[config.mk]
export PLATFORM = sky130hd
export DESIGN_NAME = ifu_fetch_ctrl
export DESIGN_NICKNAME = d
export VERILOG_FILES = /design/src/rtl/ifu_fetch_ctrl.sv
export SDC_FILE = /design/constraint.sdc
export NUM_CORES = 1
export LEC_CHECK = 0
export ABC_CLOCK_PERIOD_IN_PS = 4210
export CAP_MARGIN = 40
export CELL_PAD_IN_SITES_DETAIL_PLACEMENT = 1
export CELL_PAD_IN_SITES_GLOBAL_PLACEMENT = 2
export CORE_MARGIN = 3
export CORE_UTILIZATION = 37
export CTS_BUF_LIST = sky130_fd_sc_hd__clkbuf_2 sky130_fd_sc_hd__clkbuf_4 sky130_fd_sc_hd__clkbuf_8
export DETAILED_ROUTE_END_ITERATION = 8
export PLACE_DENSITY = 0.83
export SYNTH_ARGS = -nofsm -noshare
export SYNTH_HDL_FRONTEND = slang
export SYNTH_SLANG_ARGS = --single-unit
[constraint.sdc]
create_clock -name clk -period 4.21 [get_ports clk]
set_clock_uncertainty 0.15 [all_clocks]
set_input_delay 0.842 -clock clk [delete_from_list [all_inputs] [get_ports clk]]
set_output_delay 0.842 -clock clk [all_outputs]
set_load 0.01 [all_outputs]
[src/rtl/ifu_fetch_ctrl.sv]
// rvseed instruction fetch unit: PC owner, in-order fetch issue,
// instruction buffer and redirect flush with stale-response drop.
//
// Ports:
//   clk, rst_n          clock / async active-low reset
//   imem_req_*          fetch request (vld/rdy/addr)
//   imem_rsp_*          in-order response (vld/data), always accepted
//   ifu2idu_*           buffer head to IDU (en/pc/inst)
//   idu2ifu_stall       IDU holds the head
//   exu2ifu_*           branch/jump redirect and target
//   ifu_misalign_err    sticky misaligned-target error
//
// Optional feature macro: IFU_MISALIGN_CHK_EN (misaligned target
// sets a sticky error and halts fetch; otherwise target[1:0] is forced 0).

`ifndef CPU_WIDTH
`define CPU_WIDTH 32
`endif

module ifu_fetch_ctrl #(
  parameter logic [`CPU_WIDTH-1:0] RESET_PC   = '0,
  parameter int                    FIFO_DEPTH = 4
) (
  input  logic                  clk,
  input  logic                  rst_n,
  output logic                  imem_req_vld,
  input  logic                  imem_req_rdy,
  output logic [`CPU_WIDTH-1:0] imem_req_addr,
  input  logic                  imem_rsp_vld,
  input  logic [`CPU_WIDTH-1:0] imem_rsp_data,
  output logic                  ifu2idu_en,
  output logic [`CPU_WIDTH-1:0] ifu2idu_pc,
  output logic [`CPU_WIDTH-1:0] ifu2idu_inst,
  input  logic                  idu2ifu_stall,
  input  logic                  exu2ifu_branch_en,
  input  logic                  exu2ifu_jump_en,
  input  logic [`CPU_WIDTH-1:0] exu2ifu_target,
  output logic                  ifu_misalign_err
);

  localparam int W  = `CPU_WIDTH;
  localparam int AW = $clog2(FIFO_DEPTH);
  localparam int CW = AW + 1;

  logic [W-1:0]  pc_q, pc_d;
  logic [W-1:0]  fpc_q   [FIFO_DEPTH];
  logic [W-1:0]  finst_q [FIFO_DEPTH];
  logic [W-1:0]  ppc_q   [FIFO_DEPTH];
  logic [AW-1:0] fwr_q, fwr_d, frd_q, frd_d;
  logic [AW-1:0] pwr_q, pwr_d, prd_q, prd_d;
  logic [CW-1:0] fcnt_q, fcnt_d;
  logic [CW-1:0] out_q, out_d;
  logic [CW-1:0] drop_q, drop_d;

  logic          redirect;
  logic [W-1:0]  tgt;
  logic          halted;
  logic [CW+1:0] used;
  logic          credit;
  logic          hs;
  logic          rsp_keep;
  logic          pop;

  assign redirect = exu2ifu_branch_en | exu2ifu_jump_en;

`ifdef IFU_MISALIGN_CHK_EN
  logic halt_q, halt_d;
  logic err_q, err_d;
  logic mis;

  assign tgt    = exu2ifu_target;
  assign mis    = |exu2ifu_target[1:0];
  assign halted = halt_q;
  assign ifu_misalign_err = err_q;

  always_comb begin
    halt_d = halt_q;
    err_d  = err_q;
    if (redirect && mis) begin
      halt_d = 1'b1;
      err_d  = 1'b1;
    end
  end

  always_ff @(posedge clk or negedge rst_n) begin
    if (!rst_n) begin
      halt_q <= 1'b0;
      err_q  <= 1'b0;
    end else begin
      halt_q <= halt_d;
      err_q  <= err_d;
    end
  end
`else
  logic unused_tgt_lsb;

  assign unused_tgt_lsb   = ^exu2ifu_target[1:0];
  assign tgt              = {exu2ifu_target[W-1:2], 2'b00};
  assign halted           = 1'b0;
  assign ifu_misalign_err = 1'b0;
`endif

  // Every slot is reserved from request until pop or drop,
  // so the buffer can never overflow.
  assign used   = {2'b00, out_q}
                + {2'b00, drop_q}
                + {2'b00, fcnt_q};
  assign credit = used < (CW+2)'(FIFO_DEPTH);

  assign imem_req_vld  = rst_n & ~redirect
                       & ~halted & credit;
  assign imem_req_addr = pc_q;

  assign hs       = imem_req_vld & imem_req_rdy;
  assign rsp_keep = imem_rsp_vld & ~redirect
                  & (drop_q == '0);

  assign ifu2idu_en   = fcnt_q != '0;
  assign ifu2idu_pc   = fpc_q[frd_q];
  assign ifu2idu_inst = finst_q[frd_q];

  assign pop = ifu2idu_en & ~idu2ifu_stall;

  always_comb begin
    pc_d   = pc_q;
    fwr_d  = fwr_q;
    frd_d  = frd_q;
    pwr_d  = pwr_q;
    prd_d  = prd_q;
    fcnt_d = fcnt_q;
    out_d  = out_q;
    drop_d = drop_q;
    if (redirect) begin
      pc_d   = tgt;
      fwr_d  = '0;
      frd_d  = '0;
      pwr_d  = '0;
      prd_d  = '0;
      fcnt_d = '0;
      out_d  = '0;
      // A response this cycle retires either a dropped
      // or an outstanding request; both are now stale.
      drop_d = drop_q + out_q
             - CW'(imem_rsp_vld);
    end else begin
      if (hs) begin
        pc_d  = pc_q + W'(4);
        pwr_d = pwr_q + 1'b1;
      end
      if (imem_rsp_vld) begin
        if (drop_q != '0) begin
          drop_d = drop_q - 1'b1;
        end else begin
          fwr_d = fwr_q + 1'b1;
          prd_d = prd_q + 1'b1;
        end
      end
      if (pop) begin
        frd_d = frd_q + 1'b1;
      end
      out_d  = out_q + CW'(hs)
             - CW'(rsp_keep);
      fcnt_d = fcnt_q + CW'(rsp_keep)
             - CW'(pop);
    end
  end

  always_ff @(posedge clk or negedge rst_n) begin
    if (!rst_n) begin
      pc_q   <= RESET_PC;
      fwr_q  <= '0;
      frd_q  <= '0;
      pwr_q  <= '0;
      prd_q  <= '0;
      fcnt_q <= '0;
      out_q  <= '0;
      drop_q <= '0;
    end else begin
      pc_q   <= pc_d;
      fwr_q  <= fwr_d;
      frd_q  <= frd_d;
      pwr_q  <= pwr_d;
      prd_q  <= prd_d;
      fcnt_q <= fcnt_d;
      out_q  <= out_d;
      drop_q <= drop_d;
    end
  end

  always_ff @(posedge clk or negedge rst_n) begin
    if (!rst_n) begin
      for (int i = 0; i < FIFO_DEPTH; i++) begin
        fpc_q[i]   <= '0;
        finst_q[i] <= '0;
        ppc_q[i]   <= '0;
      end
    end else begin
      if (hs) begin
        ppc_q[pwr_q] <= pc_q;
      end
      if (rsp_keep) begin
        fpc_q[fwr_q]   <= ppc_q[prd_q];
        finst_q[fwr_q] <= imem_rsp_data;
      end
    end
  end

endmodule

; ---- Word-level counts from Yosys, hierarchy flattened
; Index checks and enable logic that the tools add are counted.
[totals]
elab_cells = 99
ff_bits = 433
memories = 0
romBits = 0
ram_bits = 0
latch_bits = 0
[classes]
mul = 0
n_shift = 0
n_bitwise = 13
mux = 33
eq_ne = 1
n_div = 0
magnitude_cmp = 7
reduce_logical = 11
addsub = 14
[op_table]
columns = op, n
row1 = $bwmux W128, 3
row2 = $mux W32, 10
row3 = $bmux W32 S2, 3
row4 = $demux W32 S2, 2
row5 = $add A32 B3 Y32 const B, 1
row6 = $mux W2, 10
row7 = $mux W3, 5
row8 = $ge A3 B3 Y1 const B, 4
row9 = $not A2 Y3, 4
row10 = $sub A3 B1 Y3, 3
row11 = $add A2 B1 Y2 const B, 4
row12 = $reduce_bool A2 Y1, 4
row13 = $add A3 B1 Y3, 2
row14 = $and A1 B1 Y1, 6
row15 = $lt A3 B1 Y1 const B, 2
row16 = $reduce_bool A3 Y1, 2
row17 = $add A4 B3 Y5, 1
row18 = $lt A5 B3 Y1 const B, 1
row19 = $add A3 B3 Y4, 1
row20 = $reduce_and A2 Y1, 2
row21 = $add A3 B3 Y3, 1
row22 = $logic_not A3 Y1, 1
row23 = $sub A3 B1 Y3 const B, 1
row24 = $logic_and A1 B1 Y1, 2
row25 = other kinds (3), 4

; ---- Logic depth before layout (Yosys ltp)
; Gate-level depths: netlist of run 1.
[logic_depth]
ltp_word = 8
mapped_depth = 16
mapped_depth_nobuf = 16

; ---- Worst setup path after synthesis of run 1
; No wires, ideal clock.
[synth_path]
kind = register -> register
start = reg fcnt_q[0]
end = reg out_q[2]
setup_slack_ps = 470
n_path_buf = 0
setup_ps = 132
arrival_time_ps = 3458
stages_incl_launch_ff = 17
period_less_slack_ps = 3740
required_time_ps = 3928
cell_sequence = dfrtp_1 > ha_1 > a21oi_1 > nor2_1 > fa_1 > nor4b_4 > o21ai_4 > nor2_8 > inv_1 > ha_1 > inv_1 > ha_1 > inv_1 > fa_1 > xnor2_1 > xnor2_1 > nor2_1
[synth_via]
elab_chain_cells = 7
[synth_rtl]
columns = item, line
row1 = start: declaration, 51  ; logic [CW-1:0] fcnt_q, fcnt_d;
row2 = start signal: assignment, 184  ; fcnt_q <= fcnt_d;
row3 = $add A4 B3 Y5, 107  ; + {2'b00, fcnt_q};
row4 = $lt A5 B3 Y1, 108  ; assign credit = used < (CW+2)'(FIFO_DEPTH);
row5 = $and A1 B1 Y1, 111  ; & ~halted & credit;
row6 = $and A1 B1 Y1, 114  ; assign hs = imem_req_vld & imem_req_rdy;
row7 = $add A3 B1 Y3, 161  ; out_d = out_q + CW'(hs)
row8 = $sub A3 B1 Y3, 162  ; - CW'(rsp_keep);
row9 = $mux W3, 133  ; if (redirect) begin
row10 = via out_d[2], 52  ; logic [CW-1:0] out_q, out_d;
row11 = end signal: assignment, 185  ; out_q <= out_d;
row12 = end: declaration, 52
; The timed path passes the listed nets, and every way through them passes these cells.
; A chain may end at the register's enable or synchronous reset.

; ---- Worst setup path in the final report of run 1
[layout_path]
start = reg drop_q[1]
end = reg out_q[2]
[layout_via]
elab_chain_cells = 8
word_cells_on_any_way = 10
classes_between = add/sub (4) / order compare (1) / mux (1) / bitwise (3) / reduce/logical (1)
[layout_rtl]
columns = item, line
row1 = start: declaration, 53  ; logic [CW-1:0] drop_q, drop_d;
row2 = start signal: assignment, 186  ; drop_q <= drop_d;
row3 = $add A3 B3 Y4, 106  ; + {2'b00, drop_q}
row4 = $add A4 B3 Y5, 107
row5 = $lt A5 B3 Y1, 108
row6 = $and A1 B1 Y1, 111
row7 = $and A1 B1 Y1, 114
row8 = $add A3 B1 Y3, 161
row9 = $sub A3 B1 Y3 *, 162
row10 = $mux W3 *, 133
row11 = via out_d[2], 52
; Mark *: on every way through the listed nets, which the timed path passes. The rest lies on a longest branch.

==> summary by stage, run 1 <==
Outcome
The flow ran to the end, and the final reports show no timing, DRC or antenna violations.

Cells and area
The area growth from synthesis to layout is 21.06%. After the flow finishes, the layout carries non-filler instances totaling 2147. The proportion of layout cells with a drive suffix above 1 is 37.63%. The finished cells cover 22970 um2. The final cell utilization of the core is 45.60%.

The number of antenna diodes in the final layout is 0. The count of nets after finishing is 1519.

Global route
The first-pass GRT wire length is 71.24 mm. The number of global-route vias before repair is 12541. Global routing consumed, over all layers together, 16.82% of the routing resources.

The largest net degree at the start of global routing is 170. The overflow left after global routing is 0. The number of antenna violations at the first check in global routing came to 0.

Die
Once the floorplan was initialized, standard cells occupied 37.67% of the core. The chip width is 232.5 um. From bottom edge to top edge, the die measures 232.5 um. The standard cell core area is 50380 um2. The die covers 54040 um2.

The number of ports placed on the die boundary is 170. The total number of placement rows is 82.

Timing
The worst path meets setup with 0.2053 ns of slack. In this run the tightest slew margin relative to its limit is 38.51%. The post-route clock period utilization is 95.12%.

The maximum clock frequency is 249.7 MHz. The time the worst path needs with I/O delays and setup is 4.005 ns. The pin slew with the least headroom to its limit is 0.9224 ns.

The total setup violations reported at the end of the flow is 0. The final hold violation count came to 0. The worst hold slack across all endpoints is 0.3365 ns.

The total count of max-transition violations in the final report is 0.

Setup path
The data required time of the critical path is 4.54 ns. The signal on the critical path passes through inv_1 > fa_1 > nor2_1 > fa_1 > nor4b_4 > o21ai_4 > buf_6 > nor2_8 > inv_1 > ha_1 > inv_1 > ha_1 > inv_1 > fa_1 > xnor2_1 > xnor2_1 > nor2_1. The library cell contributing the largest single delay on the critical path is sky130_fd_sc_hd__fa_1.

Data on the critical path arrives at its endpoint at 4.33 ns. In this run the worst path has a maximum fanout of 11. The most numerous cell type found on the critical path is sky130_fd_sc_hd__inv_1. The delay of the slowest cell on the worst path is 0.47 ns. The worst setup path is of the flip-flop to flip-flop kind. The critical path capture point type is a flip-flop. The worst setup path is launched from a flip-flop.

Placed design
The estimated wirelength of the detail-placed design is 28.45 mm. Routability-driven placement finished with a final weighted congestion of 0.7455. The post-placement setup slack is 0.2107 ns. The placement-stage cell area is 21400 um2. In this run the tool buffered the top-level ports with 162 buffer cells.

The total placed cells including tap cells is 2011.

CTS
The clock tree root buffer cell is sky130_fd_sc_hd__clkbuf_8. TritonCTS built the clock tree. The clock edge transition at the registers on the reported setup and hold paths is 0.06 ns. The latest clock arrival within the worst-skew pair is 0.62 ns. The number of buffers on the longest clock path is 3. In this run, CTS created clock tree buffers numbering 75. The number of levels in the clock H-tree is 3. The clock net in this run drives a total of 415 sinks.

Logic synthesis
Among all cell types in the netlist, the one instantiated most often is sky130_fd_sc_hd__dfrtp_1. The fraction of registers with async set/reset is 100.0%. The top cell type's share of synthesized area is 54.73%. The cell area after synthesis is 18980 um2. The sequential cell area fraction in the yosys report is 54.73%. The post-synthesis average cell area is 15.41 um2. Counting flops and latches in the post-synthesis netlist gives 415.

The count of flip-flops with a built-in enable after synthesis is 0. The library cell with the largest summed area after synthesis is sky130_fd_sc_hd__dfrtp_1. The cell count after synthesis is 1231. Among all flip-flop cells after synthesis, the most frequent one is sky130_fd_sc_hd__dfrtp_1. In the synthesized netlist, the cells that appear most often are sky130_fd_sc_hd__dfrtp_1, sky130_fd_sc_hd__mux2_2, sky130_fd_sc_hd__mux2_1, sky130_fd_sc_hd__mux4_2, sky130_fd_sc_hd__nand2_1.

During synthesis, Yosys emitted a total of 0 warnings. Yosys attributes the largest share of cell area to sky130_fd_sc_hd__dfrtp_1, sky130_fd_sc_hd__mux2_2, sky130_fd_sc_hd__mux4_2. In this run, distinct cell masters in the synthesized netlist total 51.

Route
The first routing iteration left 492 violations. Across all layers, the routed design uses 10892 vias. In this run the remaining antenna-violating nets after routing total 0. The detailed-router iteration count before antenna repair is 4. In the routed design, unresolved DRC markers number 0.

In the final routed layout, each cell accounts on average for 20.57 um. Using the TritonRoute via totals, the vias-per-cell ratio works out to 5.073. The total length of routed wires is 44.16 mm.

Pwr
The power per standard cell area is 476.2 nW/um2. Across the VDD grid, the largest voltage drop is 0.0001957 V. The static leakage is 10.73 nW.

Run
The number of max-capacitance violations reported is 0.

Hold path
The classification of the worst-slack hold path is flip-flop to flip-flop.
state kept, by name, summed over array words and instances, names as in the netlist:
name and count:
frd_q 2, drop_q 3, fwr_q 2, fcnt_q 3, fpc_q 120, finst_q 128, pwr_q 2, ppc_q 120
prd_q 2, out_q 3, imem_req_addr 30
logic make-up (layout without fill, tap and decap cells):
group | Yosys count | after routing | share of synthesized area [%]
compound gates | 43 | 43 | 1.345
xor+xnor | 43 | 43 | 1.985
fa+ha+maj | 26 | 26 | 1.952
buf+inv | 115 | 355 | 3.007
flops | 415 | 415 | 54.73
mux | 462 | 462 | 32.86
other cells | 1 | 5 | 0.01976
simple gates | 126 | 126 | 4.101
layout by cell type (no fill, tap or decap), drive strengths merged, types with 13 or more instances in the layout:
| cell type | Yosys | layout |
|---|---|---|
| dfrtp | 415 | 415 |
| mux2 | 368 | 368 |
| clkdlybuf4s50 | 0 | 160 |
| clkbuf | 26 | 121 |
| mux4 | 92 | 92 |
| nand2 | 48 | 48 |
| xnor2 | 40 | 40 |
| buf | 62 | 36 |
| o21ai | 35 | 35 |
| inv | 27 | 29 |
| ha | 20 | 20 |
| nor2 | 18 | 18 |
| nor3 | 13 | 13 |
final timing paths:
check / from / endpoint / depth (start not counted) / slack [ns]
worst max-delay path: drop_q[1]$_DFFE_PN0P_ / out_q[2]$_DFF_PN0_ / 17 / 0.21
worst min-delay path: finst_q[32]$_DFFE_PN0P_ / finst_q[32]$_DFFE_PN0P_ / 1 / 0.34
worst max register to register: drop_q[1]$_DFFE_PN0P_ / out_q[2]$_DFF_PN0_ / 17 / 0.21
worst min register to register: finst_q[32]$_DFFE_PN0P_ / finst_q[32]$_DFFE_PN0P_ / 1 / 0.34
max in group asynchronous: rst_n / ppc_q[61]$_DFFE_PN0P_ / 4 / 1.47
min in group asynchronous: rst_n / finst_q[120]$_DFFE_PN0P_ / 2 / 0.51
power by group:
group	leakage [nW]	switching [mW]	internal (mW)	total [mW]
Clock	0.819	1.64	2.22	3.86
Combinational	4.28	0.999	1.33	2.33
Sequential	5.63	0.288	4.45	4.74
timing repair:
item,CTS,global route
hold endpoints to repair,22,0
hold buffers,1,0
pin swaps,1,2
resized for setup,1,3
setup buffers,2,3
endpoints found under the setup margin,1,2
final cells by class:
| type | instances | area [um2] |
|---|---|---|
| Multi-Input combinational cell | 705 | 8065 |
| Sequential cell | 415 | 10390 |
| Tap cell | 672 | 840.8 |
| Fill cell | 4976 | 27400 |
| Timing Repair Buffer | 198 | 2043 |
| Clock buffer | 120 | 1439 |
| Clock inverter | 10 | 90.09 |
| Inverter | 27 | 101.3 |
per-stage QoR:
step,power [mW],TNS [ns]
global route,11.56,-0.007851
CTS,11.14,0
floorplan,6.031,0
global placement,7.064,0
finish,10.94,0
detailed placement,7.179,0
metal layers:
metal  wire (um)  global-route usage [%]  part of all wire (%)  vias up
met5           0                       0                     0        -
met4         584                   4.773                   1.3        0
met3        1738                   3.440                   3.9       42
met2       20950                   27.11                    47      191
met1       20880                   23.15                    47     5788
li1            -                       -                     -     4871
critical path: cells and delay by family, from the launching register on:
kind	cells	cell delay (ns)
compound gates	1	0.11
flops	1	0.38
simple gates	4	0.66
buf+inv	5	0.47
fa+ha+maj	5	1.73
xor+xnor	2	0.35
(Power assumes the default switching activity.)
==> run 2, diff against run 1 <==
Settings changed: ABC_AREA from default to 1, CORE_UTILIZATION 37 to 36, PLACE_DENSITY 0.83 to 0.94.
==> summary by stage, run 2 <==
Outcome
The flow ran to the end, and the final reports show no timing, DRC or antenna violations.

Setup path
For this design, the slowest cell found on the critical path is sky130_fd_sc_hd__fa_1. The data required time of the critical path is 3.22 ns. The critical path goes through inv_1 > fa_1 > a21oi_1 > fa_1 > nand2_1 > inv_1 > nor3_4 > and2_1 > dlygate4sd2_1.

In this design, the largest share of critical-path delay is due to adder cells. Data arrives at the worst endpoint at 2.96 ns. The largest fanout of any net on the critical path is 3. The worst setup path is captured at an output pin. The delay of the slowest cell on the worst path is 0.58 ns.

The critical path buffer and inverter count is 3. The worst setup path is launched from a flip-flop. The type of the setup path with the least slack is flip-flop to output pin.

Placed design
The post-placement setup slack is 0.5342 ns. The placement-stage cell area is 22210 um2. In this run, placement finished with an instance count of 3336. The estimated wirelength of the detail-placed design is 40.11 mm. The number of buffers inserted by port buffering is 162. The final weighted congestion in routability-driven placement is 0.8191.

Global route
The overflow left after global routing is 0. The number of global-route vias before repair was 19411. Entering global routing, the biggest net connects 164 pins. The number of antenna violations at the first check in global routing is 0. Global routing used 22.13% of the available tracks. The first global-routing pass estimated 102.5 mm of wire.

Cells and area
The register with the most flip-flops in the layout has 128 of them. The post-route netlist has 7.783% of its cells at a drive strength greater than 1. The finished cells cover 23730 um2. The count of cells in the finished layout, fillers not included, comes to 3463. In the final design database the tool counted 2773 nets. The commonest non-fill, non-tap cell in the layout is sky130_fd_sc_hd__nand2_1. In the layout the commonest cells are sky130_fd_sc_hd__nand2_1, sky130_fd_sc_hd__o21ai_0, sky130_fd_sc_hd__dfrtp_1. Cells fill 43.66% of the core in the end.

From synthesis to final layout, the design area changed by 18.87%. The count of inserted antenna diode cells is 0. The register with the most flip-flops in the final layout is finst_q. The largest registers in the layout are finst_q (128), fpc_q (120), ppc_q (120).

Run
The tool flagged a number of max-cap violations equal to 0.

Logic synthesis
The synthesized design contains 415 register bits. The post-synthesis average cell area is 7.746 um2. The adder and majority gate portion of the synthesized area is 1.855%. In this run, synthesis inferred 0 flip-flops with an integrated enable. The synthesized netlist devotes 0.3510% of its cell area to XOR and XNOR gates.

The largest total area in the synthesized netlist belongs to sky130_fd_sc_hd__dfrtp_1. In the synthesized netlist the dominant register cell turns out to be sky130_fd_sc_hd__dfrtp_1. Summed over its instances, the top area cell type makes up 52.02% of the synthesized netlist area. After synthesis, the largest family of logic cells by area is simple AND/OR/NAND/NOR gates. Summing every instance area after synthesis gives 19960 um2. The sequential cell area fraction in the yosys report is 52.02%. After technology mapping, the gate count stands at 2577.

Summing the areas of all and, or, nand and nor instances in the mapped netlist gives 25.13% of the synthesized area. By area the synthesized netlist is led by sky130_fd_sc_hd__dfrtp_1, sky130_fd_sc_hd__nand2_1, sky130_fd_sc_hd__o21ai_0. Counting instances in the post-synthesis netlist gives the leading cell types as sky130_fd_sc_hd__nand2_1, sky130_fd_sc_hd__o21ai_0, sky130_fd_sc_hd__dfrtp_1, sky130_fd_sc_hd__nor2_1, sky130_fd_sc_hd__clkbuf_1. The most frequent cell after synthesis is sky130_fd_sc_hd__nand2_1. The number of warnings printed during yosys synthesis is 0. The fraction of registers with async set/reset is 100.0%.

The number of unique standard cell types used by synthesis is 33. Measured against the total synthesized area, the mux share comes to 0%. Summing the areas of all compound-gate instances in the mapped netlist gives 14.57% of the synthesized area.

Timing
At the pin with the least slew margin, the transition time is 0.9384 ns. The post-route clock period utilization is 93.85%. Setup violations remaining at the end of the flow were counted as 0. The worst slew slack as a fraction of its limit is 37.44%. The total count of max-transition violations in the final report is 0.

The setup TNS is 0 ns. The worst path in the final design needs a cycle of 3.951 ns, including I/O delays and setup. Once routing completed, OpenROAD measured the worst setup slack at 0.2590 ns. The maximum clock frequency is 253.1 MHz. Setup repair after global routing left no endpoint under its margin.

The final hold violation count is 0.

Die
The standard cell core area is 54350 um2. The initialized floorplan defines 85 standard-cell rows. For this configuration, the core starts out at a cell density of 36.73%. The die covers 58310 um2.

Measured along the x axis, the die boundary spans 241.5 um. Pin placement for this block handled 170 I/O pins. The chip height is 241.5 um.

CTS
The TritonCTS clock tree is yes. The clock edge transition at the registers on the reported setup and hold paths is 0.06 ns. The later pin in the worst-skew pair is clocked with a latency of 0.64 ns. The longest clock path from root to sink contains 3 buffers. Counting the buffers created by CTS gives 75. The H-tree generated during clock tree synthesis spans 3 levels. The clock tree root buffer cell is sky130_fd_sc_hd__clkbuf_8.

The tree built by TritonCTS fans out to 415 sinks.

Route
Summing over every cut layer, the via total after detailed routing is 17895. The total length of routed wires is 63.73 mm. The detailed-router iteration count before antenna repair is 4. The initial detailed-routing violation count is 1134.

The number of remaining DRC errors is 0. The average wire length per cell after detail routing is 18.40 um. Once detail routing completed, the nets flagged for antenna violations numbered 0. Dividing the detail-routed via count by the number of cells gives 5.167.

Pwr
The worst-case vdd ir drop is 0.0002287 V. For this design the static power due to leakage is 11.99 nW. In this run the power density over the cells is 486.2 nW/um2.

Hold path
The path class of the tightest hold or removal check is flip-flop to flip-flop.
-- run 2: cell count changes in the layout (fill, tap and decap cells not counted), sizes merged, moves of 91 or more --
cell / delta
nor2: +253
o22ai: +91
nand2: +886
o21ai: +419
mux4: -92
mux2: -368
-- run 2: area by class of cell --
type | instances | area (um2)
Clock inverter | 11 | 73.82
Inverter | 95 | 357.8
Tap cell | 739 | 924.6
Clock buffer | 114 | 1419
Sequential cell | 415 | 10390
Multi-Input combinational cell | 1878 | 8407
Fill cell | 6582 | 30620
Timing Repair Buffer | 211 | 2156
-- run 2: kinds of logic (layout without fill, tap and decap cells) --
group / count (synthesis) / after routing
XOR/XNOR: 8 / 8
AO/OA/AOI/OAI: 556 / 556
flip-flops: 415 / 415
buffers and inverters: 288 / 431
other: 1 / 5
adder cells (fa/ha/maj): 26 / 26
AND/OR/NAND/NOR: 1283 / 1283
-- run 2: path summary, 6_finish.rpt --
path / from / end / slack, ns / cells past startpoint
max in group asynchronous: rst_n / frd_q[0]$_DFFE_PN0P_ / 1.42 / 4
max: fcnt_q[1]$_DFF_PN0_ / imem_req_vld / 0.26 / 9
min: fpc_q[49]$_DFFE_PN0P_ / fpc_q[49]$_DFFE_PN0P_ / 0.32 / 2
min in group asynchronous: rst_n / finst_q[4]$_DFFE_PN0P_ / 0.48 / 2
min reg2reg: fpc_q[49]$_DFFE_PN0P_ / fpc_q[49]$_DFFE_PN0P_ / 0.32 / 2
max reg2reg: fcnt_q[1]$_DFF_PN0_ / out_q[2]$_DFF_PN0_ / 0.77 / 15
-- run 2: what timing repair did --
item,in CTS,in global routing
endpoints found under the setup margin,1,0
gates resized for setup,2,0
hold buffers,1,0
setup buffers,1,0
endpoints found under the hold margin,20,0
-- run 2: layer usage --
| metal | track usage [%] | vias up | wire (um) |
|---|---|---|---|
| met5 | 0 | - | 0 |
| met3 | 3.791 | 95 | 2656 |
| met1 | 27.92 | 8970 | 28010 |
| met2 | 38.72 | 356 | 31560 |
| met4 | 7.152 | 0 | 1503 |
| li1 | - | 8474 | - |
-- run 2: power breakdown --
group	internal, mW	switching [mW]	leakage (nW)
Clock	2.14	1.70	0.802
Combinational	1.13	1.60	5.56
Sequential	4.56	0.403	5.63
Total	7.83	3.70	12.0
-- run 2: metrics by stage --
stage / hold WS [ns] / power [mW]
detailed placement: 0.3101 / 7.764
finish: 0.3231 / 11.54
CTS: 0.3261 / 11.69
global placement: 0.3066 / 7.599
global route: 0.3456 / 12.26
floorplan: 0.2937 / 6.372
-- run 2: worst register-to-register path, delay by kind of cell, from the launching register on --
family / cells / cell delay (ns)
flip-flops: 1 / 0.38
XOR/XNOR: 1 / 0.17
adder cells (fa/ha/maj): 5 / 1.79
AO/OA/AOI/OAI: 1 / 0.06
AND/OR/NAND/NOR: 4 / 0.46
buffers and inverters: 4 / 0.30
==> run 3, diff against run 2 <==
Settings changed: CORE_UTILIZATION 36 to 37, DONT_BUFFER_PORTS from default to 1, PLACE_DENSITY 0.94 to 0.89.
==> summary by stage, run 3 (same netlist as run 2, synthesis figures left out) <==
Outcome
The run finished, with violations left. The final reports fail on hold timing.

Placed design
Routability-driven placement finished with a final weighted congestion of 0.7874. Buffers placed on the I/O ports in this run total 0. Detailed placement ended at an HPWL of 38.82 mm.

Setup path
The worst setup path is captured at an output pin. The flop-to-flop setup slack is 0.49 ns. The critical path is of the flip-flop to output pin type. The critical path launch point type is a flip-flop. The depth of the worst register-to-register path is 13. The largest fanout of any net on the critical path is 78. For the worst setup path, the data arrival time is 2.84 ns. The data required time of the critical path is 3.22 ns.

Die
The total area inside the core boundary comes to 52970 um2. The die is 238.3 um tall. The total number of placement rows is 84.

The chip width is 238.3 um. The die covers 56770 um2. The effective utilization at floorplan is 37.68%. 170 I/O pins were placed.

Pwr
The internal power of the cells is 7.493 mW. The power per standard cell area is 500.9 nW/um2. Combinational cells account for 18.4% of the total power. Overall power consumption after layout is estimated at 11.05 mW. Registers are responsible for 45.1% of the overall power. The worst-case IR drop observed on VDD is 0.0002194 V. The static leakage is 11.38 nW. Net switching is 32.20% of the power. The clock network burns 36.5% of the power.

Summed over all nets, the switching power comes to 3.558 mW.

CTS
In this run the number of H-tree levels came out at 3. The number of CTS-inserted buffers is 76. CTS saw 415 sinks. The number of buffers on the longest clock path is 3. After clock tree synthesis, the clock-pin slew on the worst setup and hold paths is 0.06 ns.

The TritonCTS clock tree is yes. The latest clock arrival within the worst-skew pair is 0.64 ns. The clock tree root buffer cell is sky130_fd_sc_hd__clkbuf_8.

Global route
The first-pass GRT wire length is 102.0 mm. The largest net degree at the start of global routing is 417. The overall fraction of global-route tracks in use is 22.41%. The overflow left after global routing is 0. The number of antenna violations at the first check in global routing is 0.

The number of global-route vias before repair was 18598.

Cells and area
The largest registers in the layout are finst_q (128), fpc_q (120), ppc_q (120). The count of inserted antenna diode cells is 0. In the final layout, the share of cells above drive strength 1 is 8.428%. The library cell used most frequently in the layout, excluding fill and tap cells, is sky130_fd_sc_hd__nand2_1. The area growth from synthesis to layout is 10.52%. More flip-flops sit in one register than any other, and that register is finst_q. The number of flip-flops in the largest register is 128. After the last flow step, the layout net total stands at 2606. The top cell types in the final layout, fill and taps aside, are sky130_fd_sc_hd__nand2_1, sky130_fd_sc_hd__o21ai_0, sky130_fd_sc_hd__dfrtp_1.

Timing
The final hold violation count came to 252. The worst slew slack as a fraction of its limit is 9.393%. The worst hold slack across all endpoints is -0.2441 ns.

The post-route clock period utilization is 90.94%. The total count of max-transition violations in the final report is 0. Setup violations remaining at the end of the flow were counted as 0. For the pin with the worst max-slew slack, the measured transition is 1.359 ns.

The maximum clock frequency is 261.2 MHz. Setup repair after global routing left no endpoint under its margin. Adding up every negative setup slack in the final design gives 0 ns. The time the worst path needs with I/O delays and setup is 3.828 ns.

Route
In this run the remaining antenna-violating nets after routing total 0. The average wire length per cell after detail routing is 19.25 um. For this run, the detailed router's first-pass iteration total came to 4.

The total length of routed wires is 62.58 mm. The number of vias in the routed layout is 17158. Dividing the detail-routed via count by the number of cells gives 5.278.

In the routed design, unresolved DRC markers number 0. The initial detailed-routing violation count is 1076.

Hold path
The classification of the worst-slack hold path is input pin to asynchronous set/reset pin.

Run
Across the run, the number of max-cap violations was 0.
run 3: cell types whose count changed in the layout (fill, tap and decap cells not counted), moves of 2 or more:
cell,change
sky130_fd_sc_hd__nor2_2,+2
sky130_fd_sc_hd__clkdlybuf4s50_1,-160
sky130_fd_sc_hd__nand2_2,-2
sky130_fd_sc_hd__buf_16,+2
sky130_fd_sc_hd__buf_8,-2
sky130_fd_sc_hd__clkbuf_4,+6
sky130_fd_sc_hd__nor2_1,-2
sky130_fd_sc_hd__buf_12,-5
sky130_fd_sc_hd__nand2_4,+2
sky130_fd_sc_hd__clkinv_2,-2
sky130_fd_sc_hd__clkbuf_8,+2
run 3: worst paths after layout:
| check | start | end |
|---|---|---|
| setup reg to reg | fcnt_q[2]$_DFF_PN0_ | ppc_q[52]$_DFFE_PN0P_ |
| max in group asynchronous | rst_n | fpc_q[52]$_DFFE_PN0P_ |
| setup / recovery | frd_q[0]$_DFFE_PN0P_ | ifu2idu_pc[12] |
| hold / removal | rst_n | finst_q[6]$_DFFE_PN0P_ |
| min in group clk | imem_rsp_data[31] | finst_q[31]$_DFFE_PN0P_ |
| hold reg to reg | fpc_q[66]$_DFFE_PN0P_ | fpc_q[66]$_DFFE_PN0P_ |
run 3: area by class of cell:
type / instances / area, um2
timing repair buffer: 43 / 452.9
fill: 6414 / 30910
inverter: 95 / 357.8
clock buffer: 122 / 1491
multi-input combinational: 1878 / 8416
tap: 688 / 860.8
clock inverter: 10 / 92.59
sequential: 415 / 10390
run 3: power groups by stage:
| stage | combinational, mW | clock, mW | sequential (mW) |
|---|---|---|---|
| 2_1_floorplan | 1.51 | 0 | 4.86 |
| 5_1_grt | 2.31 | 4.36 | 5.07 |
| 3_5_place_dp | 2.05 | 0 | 5.06 |
| 3_3_place_gp | 1.94 | 0 | 5.02 |
| 4_1_cts | 2.06 | 4.16 | 4.99 |
| 6_report | 2.03 | 4.03 | 4.99 |
run 3: layer usage:
layer	vias to the layer above	track usage (%)	wire, um
li1	8135	-	-
met1	8572	28.84	27990
met2	343	38.52	30350
met3	108	4.380	2751
met4	0	6.469	1486
met5	-	0	0
run 3: metrics by stage:
stage / std cells / setup WS [ns] / util (%) / hold WS (ns) / area, um2
2_1_floorplan: 2581 / 0.6842 / - / 0.2937 / 19980
3_3_place_gp: 3114 / 0.6276 / 38.41 / 0.3060 / 20350
3_5_place_dp: 3119 / 0.5150 / 38.66 / 0.3100 / 20480
4_1_cts: 3251 / 0.3189 / 41.65 / -0.3133 / 22060
5_1_grt: 3251 / 0.1482 / 41.65 / -0.3159 / 22060
6_report: 3251 / 0.3815 / 41.65 / -0.2441 / 22060
run 3: critical path: stages (launching register included):
cell	delay (ns)
sky130_fd_sc_hd__dfrtp_4	0.63
sky130_fd_sc_hd__clkinv_2	0.10
sky130_fd_sc_hd__buf_4	0.67
sky130_fd_sc_hd__o21ai_0	0.22
sky130_fd_sc_hd__o22ai_1	0.52
run 3: what timing repair did:
item                                   in CTS  in global routing
resized for setup                           0                  0
endpoints found under the hold margin     415                415
buffers inserted                            0                  0
